File: config.mk
export PLATFORM = sky130hd
export DESIGN_NAME = key_expansion_seq_flat
export DESIGN_NICKNAME = d
export VERILOG_FILES = /design/src/rtl/key_expansion_seq_if.sv /design/src/rtl/key_expansion_seq.sv /design/src/flat_wrapper.sv
export SDC_FILE = /design/constraint.sdc
export NUM_CORES = 2
export LEC_CHECK = 0
export CORE_MARGIN = 4
export CORE_UTILIZATION = 30
export DETAILED_ROUTE_END_ITERATION = 12
export DONT_BUFFER_PORTS = 1
export GPL_TIMING_DRIVEN = 0
export HOLD_SLACK_MARGIN = 0.05
export PLACE_DENSITY = 0.49
export SYNTH_ARGS = -nofsm -noshare
export SYNTH_HDL_FRONTEND = slang
export SYNTH_SLANG_ARGS = --single-unit
export TNS_END_PERCENT = 10
File: constraint.sdc
create_clock -name clk -period 16.2 [get_ports clk]
set_input_delay 4.86 -clock clk [delete_from_list [all_inputs] [get_ports clk]]
set_output_delay 4.86 -clock clk [all_outputs]
set_load 0.01 [all_outputs]
File: src/rtl/key_expansion_seq_if.sv
// Round-key stream bundle between the AES-128 key schedule and the cipher datapath.
interface key_expansion_seq_if;
   logic         start_in;
   logic [127:0] key_in;
   logic         round_key_ready_in;
   logic [127:0] round_key_out;
   logic [3:0]   round_idx_out;
   logic         round_key_valid_out;
   logic         busy_out;
   logic         done_out;

   // Controller / cipher side: issues keys and accepts round keys
   modport master (
      output start_in, key_in, round_key_ready_in,
      input  round_key_out, round_idx_out, round_key_valid_out, busy_out, done_out
   );

   // Key schedule side
   modport slave (
      input  start_in, key_in, round_key_ready_in,
      output round_key_out, round_idx_out, round_key_valid_out, busy_out, done_out
   );
endinterface

File: src/rtl/key_expansion_seq.sv
// Iterative AES-128 key schedule: emits round keys 0..10, one 32-bit word computed per cycle.
module key_expansion_seq #(
   parameter int unsigned NUM_ROUNDS = 10
) (
   input  logic                clk,
   input  logic                rst,
   key_expansion_seq_if.slave  bus
);
   localparam int unsigned WORD_W = 32;
   localparam int unsigned IDX_W  = 4;
   localparam int unsigned CNT_W  = 2;

   typedef enum logic [1:0] {ST_IDLE, ST_EMIT, ST_CALC} state_e;

   state_e             state_q, state_d;
   logic [WORD_W-1:0]  w_q [4];
   logic [WORD_W-1:0]  w_d [4];
   logic [IDX_W-1:0]   round_q, round_d;
   logic [CNT_W-1:0]   word_cnt_q, word_cnt_d;
   logic               valid_q, valid_d;
   logic               busy_q, busy_d;
   logic               done_q, done_d;

   logic               hs_c;
   logic               last_round_c;
   logic [WORD_W-1:0]  rot_c;
   logic [WORD_W-1:0]  sub_rot_c;

   // GF(2^8) multiply modulo x^8+x^4+x^3+x+1
   function automatic logic [7:0] gf_mul(input logic [7:0] a, input logic [7:0] b);
      logic [7:0] acc;
      logic [7:0] sh;
      acc = 8'h00;
      sh  = a;
      for (int i = 0; i < 8; i++) begin
         if (b[i]) acc = acc ^ sh;
         sh = {sh[6:0], 1'b0} ^ (sh[7] ? 8'h1b : 8'h00);
      end
      return acc;
   endfunction

   // AES S-box: multiplicative inverse (x^254) followed by the affine map
   function automatic logic [7:0] sbox(input logic [7:0] x);
      logic [7:0] sq;
      logic [7:0] inv;
      sq  = x;
      inv = 8'h01;
      for (int i = 1; i < 8; i++) begin
         sq  = gf_mul(sq, sq);
         inv = gf_mul(inv, sq);
      end
      return inv ^ {inv[6:0], inv[7]} ^ {inv[5:0], inv[7:6]} ^
             {inv[4:0], inv[7:5]} ^ {inv[3:0], inv[7:4]} ^ 8'h63;
   endfunction

   // Round constants for rounds 1..10
   function automatic logic [7:0] rcon(input logic [IDX_W-1:0] r);
      case (r)
         4'd1:    return 8'h01;
         4'd2:    return 8'h02;
         4'd3:    return 8'h04;
         4'd4:    return 8'h08;
         4'd5:    return 8'h10;
         4'd6:    return 8'h20;
         4'd7:    return 8'h40;
         4'd8:    return 8'h80;
         4'd9:    return 8'h1b;
         4'd10:   return 8'h36;
         default: return 8'h00;
      endcase
   endfunction

   assign hs_c         = valid_q & bus.round_key_ready_in;
   assign last_round_c = (round_q == IDX_W'(NUM_ROUNDS));
   assign rot_c        = {w_q[3][23:0], w_q[3][31:24]};
   assign sub_rot_c    = {sbox(rot_c[31:24]), sbox(rot_c[23:16]),
                          sbox(rot_c[15:8]),  sbox(rot_c[7:0])};

   // State register
   always_ff @(posedge clk or posedge rst) begin
      if (rst) state_q <= ST_IDLE;
      else     state_q <= state_d;
   end

   // Datapath and output registers
   always_ff @(posedge clk or posedge rst) begin
      if (rst) begin
         for (int i = 0; i < 4; i++) w_q[i] <= '0;
         round_q    <= '0;
         word_cnt_q <= '0;
         valid_q    <= 1'b0;
         busy_q     <= 1'b0;
         done_q     <= 1'b0;
      end else begin
         for (int i = 0; i < 4; i++) w_q[i] <= w_d[i];
         round_q    <= round_d;
         word_cnt_q <= word_cnt_d;
         valid_q    <= valid_d;
         busy_q     <= busy_d;
         done_q     <= done_d;
      end
   end

   // Next-state logic
   always_comb begin
      state_d = state_q;
      case (state_q)
         ST_IDLE: if (bus.start_in) state_d = ST_EMIT;
         ST_EMIT: if (hs_c) state_d = last_round_c ? ST_IDLE : ST_CALC;
         ST_CALC: if (word_cnt_q == CNT_W'(3)) state_d = ST_EMIT;
         default: state_d = ST_IDLE;
      endcase
   end

   // Word update, round bookkeeping and registered status outputs
   always_comb begin
      w_d        = w_q;
      round_d    = round_q;
      word_cnt_d = word_cnt_q;
      done_d     = 1'b0;
      case (state_q)
         ST_IDLE: begin
            if (bus.start_in) begin
               w_d[0]  = bus.key_in[127:96];
               w_d[1]  = bus.key_in[95:64];
               w_d[2]  = bus.key_in[63:32];
               w_d[3]  = bus.key_in[31:0];
               round_d = '0;
            end
         end
         ST_EMIT: begin
            if (hs_c) begin
               if (last_round_c) begin
                  done_d = 1'b1;
               end else begin
                  round_d    = round_q + IDX_W'(1);
                  word_cnt_d = '0;
               end
            end
         end
         ST_CALC: begin
            word_cnt_d = word_cnt_q + CNT_W'(1);
            if (word_cnt_q == '0)
               w_d[0] = w_q[0] ^ sub_rot_c ^ {rcon(round_q), 24'h000000};
            else
               w_d[word_cnt_q] = w_q[word_cnt_q] ^ w_q[word_cnt_q - CNT_W'(1)];
         end
         default: ;
      endcase
      valid_d = (state_d == ST_EMIT);
      busy_d  = (state_d != ST_IDLE);
   end

   assign bus.round_key_out       = {w_q[0], w_q[1], w_q[2], w_q[3]};
   assign bus.round_idx_out       = round_q;
   assign bus.round_key_valid_out = valid_q;
   assign bus.busy_out            = busy_q;
   assign bus.done_out            = done_q;
endmodule

File: src/flat_wrapper.sv
// flat-port wrapper written by rule: the top's interface ports become plain ports
module key_expansion_seq_flat 
#(
   parameter int unsigned NUM_ROUNDS = 10
)
  (clk, rst, bus_start_in, bus_key_in, bus_round_key_ready_in, bus_round_key_out, bus_round_idx_out, bus_round_key_valid_out, bus_busy_out, bus_done_out);
  key_expansion_seq_if bus_i ();
  input  logic clk;
  input  logic rst;
  input wire logic [$bits(bus_i.start_in)-1:0] bus_start_in;
  input wire logic [$bits(bus_i.key_in)-1:0] bus_key_in;
  input wire logic [$bits(bus_i.round_key_ready_in)-1:0] bus_round_key_ready_in;
  output wire logic [$bits(bus_i.round_key_out)-1:0] bus_round_key_out;
  output wire logic [$bits(bus_i.round_idx_out)-1:0] bus_round_idx_out;
  output wire logic [$bits(bus_i.round_key_valid_out)-1:0] bus_round_key_valid_out;
  output wire logic [$bits(bus_i.busy_out)-1:0] bus_busy_out;
  output wire logic [$bits(bus_i.done_out)-1:0] bus_done_out;
  assign bus_i.start_in = bus_start_in;
  assign bus_i.key_in = bus_key_in;
  assign bus_i.round_key_ready_in = bus_round_key_ready_in;
  assign bus_round_key_out = bus_i.round_key_out;
  assign bus_round_idx_out = bus_i.round_idx_out;
  assign bus_round_key_valid_out = bus_i.round_key_valid_out;
  assign bus_busy_out = bus_i.busy_out;
  assign bus_done_out = bus_i.done_out;
  key_expansion_seq #(.NUM_ROUNDS(NUM_ROUNDS)) u_core (.clk(clk), .rst(rst), .bus(bus_i));
endmodule
After elaboration in Yosys (flattened, before gate mapping)
Memory sizes are Yosys's and may differ from the RTL's.
Index checks and enable logic that the tools add are counted.
{"block": "totals", "register_bits": 139, "mem_bits_ro": 128, "inputBits": 132, "out_inout_bits": 135, "elab_cells": 1661, "memories": 1}
{"block": "op_classes", "add_sub_neg": 3, "magnitude_cmp": 3, "n_eq_ne": 9, "muxes": 842, "n_bitwise": 782, "n_reduce_logical": 11}
{"name": "(name not given)", "words": 16, "word_bits": 8, "rd": 1, "rd_clocked_by_memory_dff": 0, "wr": 0, "line_no": "key_expansion_seq.sv:58", "source": "case (r)"}
{"cell": "bitwise XOR 8 bit", "n": 744}
{"cell": "2-to-1 mux 8 bit", "n": 422}
{"cell": "2-to-1 mux 5 bit", "n": 368}
{"cell": "one-hot mux 128 bit (2 select lines)", "n": 1}
{"cell": "2-to-1 mux 32 bit", "n": 6}
{"cell": "binary-select mux 32 bit (select 2 bit)", "n": 2}
{"cell": "bitwise mux 128 bit", "n": 1}
{"cell": "2-to-1 mux 128 bit", "n": 1}
{"cell": "2-to-1 mux 96 bit", "n": 1}
{"cell": "bitwise XOR 32 bit", "n": 3}
{"cell": "demux 32 bit (select 2 bit)", "n": 1}
{"cell": "2-to-1 mux 4 bit", "n": 7}
{"cell": "2-to-1 mux 7 bit", "n": 4}
{"cell": "inverter 1 bit (first input constant)", "n": 28}
{"cell": "2-to-1 mux 6 bit", "n": 4}
{"cell": "2-to-1 mux 2 bit", "n": 10}
{"cell": "inverter 4 bit", "n": 4}
{"cell": "2-to-1 mux 3 bit", "n": 4}
{"cell": "one-hot mux 4 bit (2 select lines)", "n": 1}
{"cell": "nonzero test 2 bit", "n": 4}
{"cell": "2-to-1 mux 1 bit", "n": 7}
{"cell": "greater-or-equal comparator 3 bit (second input constant)", "n": 2}
{"cell": "inequality test 2 bit (second input constant)", "n": 3}
{"cell": "inverter 2 -> 3 bit", "n": 2}
{"cell": "other kinds (16)", "n": 20}

Logic depth before layout (Yosys ltp)
{"block": "depth", "word_depth": 136, "ltp_mapped": 67, "ltp_nobuf": 55}

Worst setup path after synthesis
Ideal clock, no wire load.
{"block": "synth_timing", "path_kind": "register to register", "start": "reg u_core.w_q, in the netlist u_core.bus.round_key_out[23]", "end": "reg u_core.w_q, in the netlist u_core.bus.round_key_out[126]", "setup_ps": 126, "arrival_ps": 14969, "required_time_ps": 16074, "path_slack_ps": 1105, "stages_incl_launch_ff": 59, "n_path_buf": 8, "period_less_slack_ps": 15095, "path_cell_list": "dfrtp_1 buf_2 buf_2 nand2_1 xnor2_2 inv_2 clkbuf_1 ha_1 buf_4 inv_1 xnor3_1 nand2_1 mux2_2 a21oi_1 o21ai_1 nand2_1 ha_1 clkbuf_1 [... 23 more ...] a311oi_1 nor4_1 o221a_1 or4_1 and3_1 nor4_2 nor2_2 nor2_1 xnor3_2 xnor3_1 xnor2_1 nor2_1 xnor3_1 xnor3_1 xnor2_1 xnor3_1 xnor3_1 a311o_1"}
{"block": "synth_via", "elab_chain_cells": 133, "elab_cells_between_ends": 390, "cone_classes": "mux (201); bitwise (189)"}
{"item": "from (decl)", "line_no": "key_expansion_seq.sv:16", "source": "logic [WORD_W-1:0] w_q [4];"}
{"item": "2-to-1 mux 5 bit", "line_no": "key_expansion_seq.sv:37", "source": "sh = {sh[6:0], 1'b0} ^ (sh[7] ? 8'h1b : 8'h00);"}
{"item": "bitwise XOR 8 bit", "line_no": "key_expansion_seq.sv:37"}
{"item": "bitwise XOR 8 bit", "line_no": "key_expansion_seq.sv:36", "source": "if (b[i]) acc = acc ^ sh;"}
{"item": "2-to-1 mux 8 bit", "line_no": "key_expansion_seq.sv:36"}
{"item": "bitwise XOR 8 bit", "line_no": "key_expansion_seq.sv:36"}
{"item": "2-to-1 mux 8 bit", "line_no": "key_expansion_seq.sv:36"}
{"item": "bitwise XOR 8 bit", "line_no": "key_expansion_seq.sv:36"}
{"item": "2-to-1 mux 8 bit", "line_no": "key_expansion_seq.sv:36"}
{"item": "[... 114 more ...]"}
{"item": "bitwise XOR 8 bit", "line_no": "key_expansion_seq.sv:36"}
{"item": "2-to-1 mux 8 bit *", "line_no": "key_expansion_seq.sv:36"}
{"item": "bitwise XOR 8 bit (3 in series)", "line_no": "key_expansion_seq.sv:52", "source": "return inv ^ {inv[6:0], inv[7]} ^ {inv[5:0], inv[7:6]} ^"}
{"item": "bitwise XOR 8 bit *", "line_no": "key_expansion_seq.sv:53", "source": "{inv[4:0], inv[7:5]} ^ {inv[3:0], inv[7:4]} ^ 8'h63;"}
{"item": "inverter 4 bit (no line) *"}
{"item": "bitwise XOR 32 bit * (2 in series)", "line_no": "key_expansion_seq.sv:144", "source": "w_d[0] = w_q[0] ^ sub_rot_c ^ {rcon(round_q), 24'h000000};"}
{"item": "2-to-1 mux 32 bit *", "line_no": "key_expansion_seq.sv:143", "source": "if (word_cnt_q == '0)"}
{"item": "one-hot mux 128 bit (2 select lines) *", "line_no": "key_expansion_seq.sv:121", "source": "case (state_q)"}
Mark *: on every way between the ends. The rest lies on a longest branch, timed or not.
A chain may end at the register's enable or synchronous reset.

Worst setup path after layout
Same ends and word-level chain as after synthesis.

==> flow_summary_export.csv <==
group,metric,value,unit
finish,multi_input_area,0.0590,sq mm
timing,holdWs,0.657,ns
place,place.gp.congestion,0.951,
global_routing,grt_overflow,0,
critical_path,end_kind,"register",
critical_path,path_common_cell,"buf_4",
clocking,clk_pin_slew_worst_paths,0.08,ns
place,numPortBuffers,0,
clocking,clk_latency,0.53,ns
timing,rsz0062_at_grt,"yes",
synthesis,netlist_instances,8169,
timing,maxSlewHeadroom,0.0957,%
run,cap_violations,1,
floorplanning,row_count,167,
timing,period_needed,15.72,ns
place,place_ws,-3.48,ns
critical_path,crit_required,16.62,ns
min_path,min_from,"u_core.state_q[1]",
critical_path,worstPathMaxFanout,10,
critical_path,cpPeakStageDelay,0.58,ns
clocking,htreeDepth,4,
drt,ant_nets,0,
synthesis,ys_ff_latch,139,
global_routing,grt_max_degree,73,
min_path,whs_path_depth,2,
synthesis,syn_area,0.0629,sq mm
synthesis,synth_flop_cell,"dfrtp_1",
critical_path,reg2regPathDepth,58,
clocking,root_buffer,"clkbuf_16",
synthesis,synth-edff-count,0,
synthesis,syn_nets,8334,
place,dp_hpwl,206,mm
finish,area.sequential,0.00349,sq mm
clocking,cts_tree,"done",
timing,fin_setup_tns,0,ns
drt,drt_first_pass_iters,6,
critical_path,crit_start,"u_core.bus.round_key_out[23]",
critical_path,reg2reg_to,"u_core.bus.round_key_out[126]",
drt,wl,261,mm
timing,fin_ws,0.477,ns
critical_path,reg2reg_slack,0.48,ns
drt,drc,0,
status,violations,"max-capacitance violations",
timing,worst_slew_pin_slew,1.50,ns
place,dp.cells,10958,
min_path,hold_class,"register to register",
synthesis,ys_warn_count,0,
synthesis,ys_types,128,
global_routing,antenna_found_initial,66,
critical_path,timing.rr.start,"u_core.bus.round_key_out[23]",
synthesis,async_reset_ff_share,100,%
floorplanning,pin_count,267,
finish,fin_nets,8455,
drt,vias,61265,
critical_path,crit_arrival,16.14,ns
global_routing,grt_usage,22.9,%
floorplanning,die_w,466,um
timing,fin_crit_sh,97.1,%
floorplanning,dieArea,0.217,sq mm
timing,setup_viol,0,
status,status,"complete, but fails checks",
min_path,min_to,"u_core.bus.round_key_valid_out",
synthesis,ys_seq_area_share,5.53,%
synthesis,synth_area_per_cell,7.70,sq um
drt,drtIter0Drc,5157,
clocking,numCtsBuffers,17,
clocking,clk_path_buf_depth,2,
drt,viasPerCell,5.50,
critical_path,crit_type,"register to register",
finish,syn_to_final_growth,12.6,%
floorplanning,initial_core_util,30.3,%
floorplanning,die_y,466,um
timing,finalClockSkew,0.0264,ns
global_routing,grt_pass1_vias,58006,
finish,final_cells,11144,
critical_path,start_kind,"register",
finish,fill_cells,22107,
timing,finalHoldViolations,0,
clocking,clock-sinks,139,
timing,finalMaxSlewViolations,0,
drt,wl_per_cell,23.5,um
critical_path,crit_slowest_cell,"dfrtp_4",
floorplanning,core-area,0.208,sq mm
global_routing,grt_pass1_wl,386,mm
timing,fmax,63.6,MHz
finish,drive_gt1_share,12.7,%
## flip-flops by register name, indices dropped and copies added (netlist names)
name	flops
u_core.bus.round_key_out	128
u_core.bus.round_idx_out	4
u_core.state_q	2
u_core.word_cnt_q	2
u_core.bus.busy_out	1
u_core.bus.done_out	1
u_core.bus.round_key_valid_out	1
## routing by layer
layer	track usage, %	vias to the layer above	part of all wire [%]
li1	-	28529	-
met1	28.5	30155	41
met2	37.9	2150	47
met3	3.23	415	5.7
met4	13.1	16	5.9
met5	0	-	0.041
## critical path: cells and delay by family, from the launching register on
family                   cells  cell delay, ns
AND/OR/NAND/NOR             17            3.45
multiplexers                 2            0.45
flip-flops                   1            0.58
adder cells (fa/ha/maj)      3            1.09
XOR/XNOR                    14            4.46
buffers and inverters       10            1.83
AO/OA/AOI/OAI               12            3.71
## cells in the final DEF, fill, tap and decap left out, types with 34 or more instances in the layout
| master | synthesis | layout |
|---|---|---|
| xnor2_1 | 1552 | 1415 |
| nor2_1 | 1198 | 1192 |
| nand2_1 | 744 | 740 |
| a21oi_1 | 489 | 484 |
| xor2_1 | 413 | 360 |
| o21ai_0 | 354 | 352 |
| clkbuf_1 | 361 | 310 |
| xnor3_1 | 319 | 284 |
| nand3_1 | 218 | 216 |
| mux2i_1 | 193 | 189 |
| xnor2_2 | 94 | 187 |
| nor3_1 | 179 | 174 |
| o22ai_1 | 166 | 166 |
| buf_4 | 46 | 155 |
| dfrtp_1 | 139 | 129 |
| buf_2 | 121 | 111 |
| inv_1 | 100 | 96 |
| nand2b_1 | 77 | 76 |
| nor2b_1 | 74 | 73 |
| a31oi_1 | 74 | 70 |
| a211oi_1 | 67 | 67 |
| mux4_2 | 65 | 65 |
| o211ai_1 | 64 | 64 |
| xnor3_2 | 28 | 63 |
| xnor2_4 | 18 | 62 |
| xor2_2 | 34 | 58 |
| diode_2 | 0 | 53 |
| o21ai_1 | 48 | 47 |
| a22oi_1 | 48 | 46 |
| and2_1 | 45 | 45 |
| clkbuf_2 | 0 | 42 |
| a221oi_1 | 37 | 36 |
| or3_1 | 36 | 36 |
| xor2_4 | 6 | 35 |
| o21a_1 | 35 | 34 |
## cells in the mapped netlist (all sizes together), types with 36 or more instances
cell | n | area (sq um)
o22ai | 166 | 1040
nor3 | 182 | 926
a22oi | 49 | 373
nand2 | 745 | 2800
mux2i | 193 | 1930
nor2b | 76 | 485
xnor2 | 1664 | 15600
xor3 | 47 | 1130
nor2 | 1206 | 4550
o211ai | 64 | 480
xor2 | 453 | 4340
o21a | 36 | 272
a211oi | 70 | 548
and2 | 48 | 300
inv | 110 | 413
xnor3 | 348 | 7880
a31oi | 75 | 475
clkbuf | 361 | 1360
o21ai | 404 | 2040
nand2b | 77 | 482
a221oi | 42 | 422
buf | 227 | 1300
mux4 | 65 | 1460
or3 | 37 | 236
dfrtp | 139 | 3480
nand3 | 218 | 1090
a21oi | 492 | 2470
## layout make-up
type | count | area share (%)
clock buffers | 17 | 0.600
diodes | 53 | 0.187
plain buffers | 581 | 3.89
well taps | 2788 | 4.92
multi-input cells | 7323 | 83.3
clock inverters | 15 | 0.240
inverters | 120 | 0.671
repair buffers | 108 | 1.24
flip-flops and latches | 139 | 4.93
## per-stage QoR
step	area (sq um)	utilization, %
6_report	70900	34.1
5_1_grt	70800	34.1
4_1_cts	68900	33.1
3_5_place_dp	66400	32.0
3_3_place_gp	66400	31.9
2_1_floorplan	62900	-
## how the worst max path moves through the flow
stage	endpoint	slack, ns	cells past startpoint
after floorplan	u_core.bus.round_key_out[126]	1.10	58
after detailed placement	u_core.bus.round_key_out[115]	-3.48	60
after global routing	u_core.bus.round_key_out[115]	-0.10	56
after global placement	u_core.bus.round_key_out[115]	-3.43	61
after CTS	u_core.bus.round_key_out[126]	-0.06	53
final	u_core.bus.round_key_out[126]	0.48	58
## repair_timing
| item | CTS | global route |
|---|---|---|
| setup buffers | 45 | 62 |
| cloned | 0 | 1 |
| hold buffers | 0 | 0 |
| resized for setup | 253 | 253 |
| setup endpoints to repair | 32 | 32 |
| pin swaps | 28 | 52 |
## cells by family after synthesis
| group | after synthesis | share of synthesized area, % |
|---|---|---|
| compound gates | 1742 | 17.8 |
| xor+xnor | 2512 | 46.0 |
| fa+ha+maj | 36 | 0.704 |
| buf+inv | 708 | 4.94 |
| flops | 139 | 5.53 |
| mux | 291 | 5.99 |
| simple gates | 2741 | 19.0 |
Power is left out: the tool's default activity adds up to more than one toggle a clock period on the data nets, which glitch-free logic cannot reach.
